[src/rtl/serial_adder_ctrl.sv]
// serial_adder_ctrl: bit-serial adder, one full-adder step per clock, IDLE/RUN/DONE control.
// Optional signed-overflow output ovf when SERIAL_ADDER_OVF_EN is defined.
module serial_adder_ctrl #(
    parameter int WIDTH = 16
) (
    input  logic             clk,
    input  logic             reset,
    input  logic             start,
    input  logic [WIDTH-1:0] a,
    input  logic [WIDTH-1:0] b,
    input  logic             cin,
    output logic             busy,
    output logic             done,
    output logic [WIDTH-1:0] sum,
    output logic             cout
`ifdef SERIAL_ADDER_OVF_EN
    ,
    output logic             ovf
`endif
);
    localparam int IW = $clog2(WIDTH);
    typedef enum logic [1:0] {IDLE, RUN, DONE} state_t;
    state_t state, state_nxt;
    logic [WIDTH-1:0] a_reg, b_reg;
    logic [IW-1:0] idx;
    logic carry, last, bit_a, bit_b, maj;
    assign last  = idx == IW'(WIDTH - 1);
    assign bit_a = a_reg[idx];
    assign bit_b = b_reg[idx];
    assign maj   = (bit_a & bit_b) | (carry & (bit_a ^ bit_b));
    always_ff @(posedge clk or posedge reset)
        if (reset) state <= IDLE;
        else       state <= state_nxt;
    always_comb begin
        state_nxt = (state == IDLE && start) ? RUN  :
                    (state == RUN && last)   ? DONE :
                    (state == DONE)          ? IDLE : state;
        busy = state == RUN;
        done = state == DONE;
    end
    always_ff @(posedge clk or posedge reset) begin
        if (reset) begin
            a_reg <= '0;
            b_reg <= '0;
            carry <= 1'b0;
            idx   <= '0;
            sum   <= '0;
            cout  <= 1'b0;
`ifdef SERIAL_ADDER_OVF_EN
            ovf   <= 1'b0;
`endif
        end else if (state == IDLE && start) begin
            a_reg <= a;
            b_reg <= b;
            carry <= cin;
            idx   <= '0;
            sum   <= '0;
        end else if (state == RUN) begin
            sum[idx] <= bit_a ^ bit_b ^ carry;
            carry    <= maj;
            // idx parks on the MSB so it never wraps inside an operation
            if (!last) idx <= idx + 1'b1;
            if (last) cout <= maj;
`ifdef SERIAL_ADDER_OVF_EN
            if (last) ovf <= carry ^ maj;
`endif
        end
    end
endmodule

[config.mk]
export PLATFORM = sky130hd
export DESIGN_NAME = serial_adder_ctrl
export DESIGN_NICKNAME = d
export VERILOG_FILES = /design/src/rtl/serial_adder_ctrl.sv
export SDC_FILE = /design/constraint.sdc
export NUM_CORES = 1
export LEC_CHECK = 0
export ABC_CLOCK_PERIOD_IN_PS = 3550
export CAP_MARGIN = 40
export CELL_PAD_IN_SITES_DETAIL_PLACEMENT = 1
export CELL_PAD_IN_SITES_GLOBAL_PLACEMENT = 1
export CORE_UTILIZATION = 41
export DETAILED_ROUTE_END_ITERATION = 10
export PLACE_DENSITY_LB_ADDON = 0.25
export SLEW_MARGIN = 20
export SYNTH_ARGS = -nofsm -noshare
export SYNTH_HDL_FRONTEND = slang
export SYNTH_SLANG_ARGS = --single-unit
export TNS_END_PERCENT = 20
[constraint.sdc]
create_clock -name clk -period 3.55 [get_ports clk]
set_input_delay 0.5325 -clock clk [delete_from_list [all_inputs] [get_ports clk]]
set_output_delay 0.5325 -clock clk [all_outputs]
set_load 0.05 [all_outputs]
==> results.toml, run 1 <==
[outcome]
status = "complete, but fails checks"
violations = "design-rule violations"

[placed_design]
gp_congestion = 0.6918
place_hpwl_um = 4326
port_buffers = 54

[sta]
rsz0062_at_grt = "no"
min_period_ps = 2939
finalCritPeriodShare = 0.8279
tns_ps = 0
drv_slew = 0
fin_skew_ps = 13.92
fmax_mhz = 340.3
slew-limit-headroom = 0.4864
hold_viol_final = 0
setup_viol = 0
worst_pin_slew_ps = 767.5

[pwr]
pwr-share-clk = 0.105
power_frac_seq = 0.355
p_leak_nw = 1.359
pwr_density_cell_nw_per_um2 = 1037
p_sw_w = 0.001544
p_total_w = 0.003485
pwr-share-comb = 0.540
ir_drop_v = 0.0006635
switching_share = 0.4429
p_int_w = 0.001942

[drt]
wl_per_cell_um = 18.58
totalWireLength_um = 6094
wl_met3_um = 170
drt_iter0_markers = 81
wl_met1_um = 2917
wl_met2_um = 2935
drt_pass1_iterations = 7
top_layer_used = "met4"
vias = 1867
ant_nets = 0
via_per_inst = 5.692
drc_errors = 2

[grt]
antenna_found_initial = 0
grt_pass1_vias = 2059
grt_max_degree = 50
grt_usage = 0.1919
overflow = 0
grt_pass1_wl_um = 10520

[setup_path]
worstReg2RegStart = "idx[0]"
reg2reg_to = "sum[10]"
critPathRequiredTime_ps = 3750
critPathArrivalTime_ps = 3140
cp_slowest_cell = "dfrtp_1"
critical_path_class = "reg2reg"
path_buf_inv = 0
reg2reg_slack_ps = 610
worst_r2r_path_depth = 5
cp_top_family = "flip-flops"
crit_path_max_fanout = 16
endpoint_kind = "flip-flop"
path_cells = "mux4_1, a22o_1, nor2_1, fa_1, a311oi_1"
crit_cells = 5
start_kind = "flip-flop"
cpPeakStageDelay_ps = 770

[synthesis]
synth_top_area_cell = "dfrtp_1"
synth.area.top_cells = "dfrtp_1, mux2_2, a311oi_1"
ys_seq_area_frac = 0.5212
ys_ff_latch = 56
synth_cells = 203
synth_top_cell_area_share = 0.5212
synth_cell_types = 36
synth_nets = 244
yosys_warnings = 0
syn_area_per_cell_um2 = 13.25
synth.cell_area_um2 = 2689

[floorplanning]
start_util = 0.4234
dieArea_um2 = 6886
core_area_um2 = 6350
die-width_um = 82.98
ios = 55
die_h_um = 82.98
num_rows = 29

[hold_path]
min_from = "a_reg[13]"
whs_path_depth = 1
min-delay-path-class = "reg2reg"
min_to = "a_reg[13]"

[finish]
fill_cells = 661
diodes = 0
final_cell_mix = "dfrtp_1, clkdlybuf4s50_1, mux2_2"
final_util = 0.5295
syn_to_final_growth_pct = 25.03
layout-drive-gt1-share = 0.2112
final_common_cell = "dfrtp_1"
nets = 291

[clocking]
cts_buffers = 5
cts_resized = 0
cts_hold_buf = 0
cts_tree = "done"
clock_sinks = 56
clock_latency_ps = 320
postCtsSetupBuffers = 0
h-tree-depth = 2
cts_buffer_depth = 2
cts_root_buf = "clkbuf_8"
clk_pin_slew_ps = 100

[flow_run]
max_cap_viol_count = 0
==> worst register-to-register path: stages (launching register included) <==
cell and delay [ps]:
dfrtp_1 770, mux4_1 630, a22o_1 240, nor2_1 140, fa_1 670, a311oi_1 380
==> worst max-delay path by stage <==
stage	start	endpoint	slack, ps
3_5_place_dp	idx[0]	sum[10]	570
6_report	idx[0]	sum[10]	610
4_1_cts	idx[0]	sum[10]	550
2_1_floorplan	idx[0]	sum[4]	1040
3_3_place_gp	idx[0]	sum[11]	770
5_1_grt	idx[0]	sum[10]	420
==> per-stage QoR <==
step	hold WS, ps	cells	area, um^2	setup slack, ps
3_5_place_dp	492.0	320	3269	566.6
6_report	513.6	328	3362	611.0
4_1_cts	517.3	328	3362	549.6
3_3_place_gp	483.0	320	3269	773.0
2_1_floorplan	472.0	203	2689	1041
5_1_grt	532.2	328	3362	422.6
==> power by group through the flow <==
| stage | clock (W) | combinational, W | sequential [W] |
|---|---|---|---|
| global placement | 0 | 0.00183 | 0.00123 |
| floorplan | 0 | 0.00118 | 0.00142 |
| global route | 0.000403 | 0.00202 | 0.00129 |
| CTS | 0.000381 | 0.00189 | 0.00124 |
| finish | 0.000367 | 0.00188 | 0.00124 |
| detailed placement | 0 | 0.00189 | 0.00126 |
==> cell type report <==
cell class | count | area (um^2) | area share
clock inverter | 2 | 10.01 | 0.002977
inverter | 6 | 22.52 | 0.006699
multi-input combinational | 123 | 1179 | 0.3506
sequential | 56 | 1401 | 0.4168
timing repair buffer | 58 | 570.5 | 0.1697
clock buffer | 6 | 82.58 | 0.02456
tap | 77 | 96.34 | 0.02866
==> cells by family (layout without fill, tap and decap cells) <==
logic type / count (synthesis) / count (layout) / synth area share
muxes: 42 / 42 / 0.2159
adders and majority gates: 5 / 5 / 0.02606
AOI/OAI and AO/OA: 51 / 51 / 0.1359
and+or+nand+nor: 25 / 25 / 0.05817
buffers and inverters: 24 / 72 / 0.04281
DFF: 56 / 56 / 0.5212
==> Yosys cell counts <==
| library cell | instances |
|---|---|
| dfrtp_1 | 56 |
| mux2_2 | 33 |
| a311oi_1 | 15 |
| a31oi_1 | 15 |
| buf_2 | 11 |
| nor2b_1 | 7 |
| o21ai_0 | 7 |
| inv_1 | 6 |
| and2_1 | 5 |
| mux4_1 | 5 |
| a22o_1 | 4 |
| clkbuf_1 | 4 |
| ha_1 | 4 |
| nor2_1 | 4 |
| a21oi_1 | 3 |
| mux4_2 | 3 |
| nand2b_1 | 2 |
| a22oi_1 | 1 |
| a2bb2oi_1 | 1 |
| and4_1 | 1 |
| buf_1 | 1 |
| buf_4 | 1 |
| buf_6 | 1 |
| fa_1 | 1 |
| mux2i_1 | 1 |
| nand3_1 | 1 |
| nand4b_1 | 1 |
| nor2_2 | 1 |
| nor3b_2 | 1 |
| o21a_1 | 1 |
| o21ba_2 | 1 |
| o21bai_1 | 1 |
| o22ai_1 | 1 |
| o31ai_1 | 1 |
| or2_2 | 1 |
| or3_1 | 1 |
==> per-layer routing <==
metal  vias to the layer above  global-route usage
li1                        866                   -
met1                       951              0.2587
met2                        44              0.3227
met3                         6             0.03280
met4                         0             0.04859
met5                         -                   0
No activity file was read; power rests on OpenSTA's default activity.
==> run 2, diff against run 1 <==
--- a/config.mk
+++ b/config.mk
@@ -5,11 +5,11 @@
 export SDC_FILE = /design/constraint.sdc
 export NUM_CORES = 1
 export LEC_CHECK = 0
-export ABC_CLOCK_PERIOD_IN_PS = 3550
+export ABC_CLOCK_PERIOD_IN_PS = 2700
 export CAP_MARGIN = 40
 export CELL_PAD_IN_SITES_DETAIL_PLACEMENT = 1
 export CELL_PAD_IN_SITES_GLOBAL_PLACEMENT = 1
-export CORE_UTILIZATION = 41
+export CORE_UTILIZATION = 37
 export DETAILED_ROUTE_END_ITERATION = 10
 export PLACE_DENSITY_LB_ADDON = 0.25
 export SLEW_MARGIN = 20
==> constraint.sdc (replaced) <==
create_clock -name clk -period 2.7 [get_ports clk]
set_input_delay 0.405 -clock clk [delete_from_list [all_inputs] [get_ports clk]]
set_output_delay 0.405 -clock clk [all_outputs]
set_load 0.05 [all_outputs]
==> results.toml, run 2 (synthesis gave the netlist of run 1 again) <==
[sta]
finalCritPeriodShare = 0.9300
fmax_mhz = 398.2
rsz0062_at_grt = "no"
slew-limit-headroom = 0.6525
min_period_ps = 2511
setup_viol = 0
tns_ps = 0
fin_skew_ps = 17.95
hold_ws_ps = 428.2
drv_slew = 0
worst_pin_slew_ps = 520.5
hold_viol_final = 0

[grt]
grt_usage = 0.1775
grt_pass1_wl_um = 10170
overflow = 0
antenna_found_initial = 0
grt_max_degree = 26
grt_pass1_vias = 1926

[clocking]
cts_tree = "done"
postCtsSetupBuffers = 0
cts_root_buf = "clkbuf_8"
clock_sinks = 56
clock_latency_ps = 320
clk_pin_slew_ps = 110
cts_buffers = 5
cts_buffer_depth = 2
h-tree-depth = 2

[drt]
totalWireLength_um = 6017
drt_pass1_iterations = 6
vias = 1898
drc_errors = 0
wl_per_cell_um = 17.00
via_per_inst = 5.362
drt_iter0_markers = 60
ant_nets = 0

[placed_design]
place_hpwl_um = 4438
gp_congestion = 0.7184
dp.cells = 346
port_buffers = 54

[setup_path]
cp_slowest_cell = "fa_2"
crit_start = "idx[0]"
crit_path_max_fanout = 16
critical_path_class = "reg2reg"
critPathRequiredTime_ps = 2920
worstReg2RegStart = "idx[0]"
path_cells = "buf_12, mux4_1, a22o_1, nor2_1, fa_2, a311oi_1"
start_kind = "flip-flop"
cpPeakStageDelay_ps = 610
worst_r2r_path_depth = 6
endpoint_kind = "flip-flop"
critPathArrivalTime_ps = 2730

[floorplanning]
dieArea_um2 = 7612
die_h_um = 87.25
num_rows = 30
start_util = 0.3893
ios = 55
core_area_um2 = 6907
die-width_um = 87.25

[pwr]
switching_share = 0.4352
pwr-share-clk = 0.104
pwr_density_cell_nw_per_um2 = 1358
pwr-share-comb = 0.561
p_int_w = 0.002649
power_frac_seq = 0.335
p_leak_nw = 1.392
ir_drop_v = 0.0006817
p_sw_w = 0.002041

[outcome]
status = "finished clean"

[hold_path]
min-delay-path-class = "in2async"

[finish]
diodes = 0
layout-drive-gt1-share = 0.2326
syn_to_final_growth_pct = 28.48
final_common_cell = "dfrtp_1"
final_cell_mix = "dfrtp_1, clkdlybuf4s50_1, mux2_2"
fin_cells = 354
final_util = 0.5002
nets = 298

[flow_run]
max_cap_viol_count = 0
## run 2: repair_timing
| action | 4_1_cts | 5_1_grt |
|---|---|---|
| hold buffers | 0 | 0 |
| setup endpoints to repair | 0 | 7 |
| gates resized for setup | 0 | 1 |
## run 2: layout make-up
cell class	instances	area, um^2
clock buffers	7	86.33
fillers	742	3452
repair buffers	65	635.6
multi-input cells	123	1181
inverters	6	22.52
well taps	96	120.1
flip-flops and latches	56	1401
clock inverters	1	7.507
## run 2: per-stage QoR
stage | area [um^2] | setup slack [ps] | power, W
global placement | 3358 | 200.4 | 0.004133
detailed placement | 3358 | 41.89 | 0.004217
global route | 3455 | 42.19 | 0.004997
floorplan | 2689 | 190.8 | 0.003412
CTS | 3452 | 19.21 | 0.004709
finish | 3455 | 189.0 | 0.004690
## run 2: power groups by stage
stage | Sequential, W | Clock (W) | Combinational [W]
final | 0.00157 | 0.000488 | 0.00263
after global routing | 0.00164 | 0.000536 | 0.00282
after CTS | 0.00158 | 0.000504 | 0.00262
after detailed placement | 0.00160 | 0 | 0.00262
after global placement | 0.00158 | 0 | 0.00255
after floorplan | 0.00186 | 0 | 0.00155
## run 2: path summary, 6_finish.rpt
path,slack (ps),to
max,190,sum[5]
min,430,sum[5]
max reg2reg,190,sum[5]
min reg2reg,510,b_reg[13]
max in group asynchronous,1600,idx[0]
min in group clk,510,b_reg[13]
## run 2: layer usage
metal	vias up	GRT usage	wire, um
met5	-	0	0
met4	0	0.04024	27
met3	2	0.04076	209
met2	46	0.2969	2973
met1	973	0.2350	2807
li1	877	-	-
## run 2: worst max-delay path: cells and delay by family, from the launching register on
| family | cells | cell delay [ps] |
|---|---|---|
| buf+inv | 1 | 160 |
| simple gates | 1 | 150 |
| compound gates | 2 | 520 |
| mux | 1 | 550 |
| fa+ha+maj | 1 | 610 |
| flops | 1 | 440 |
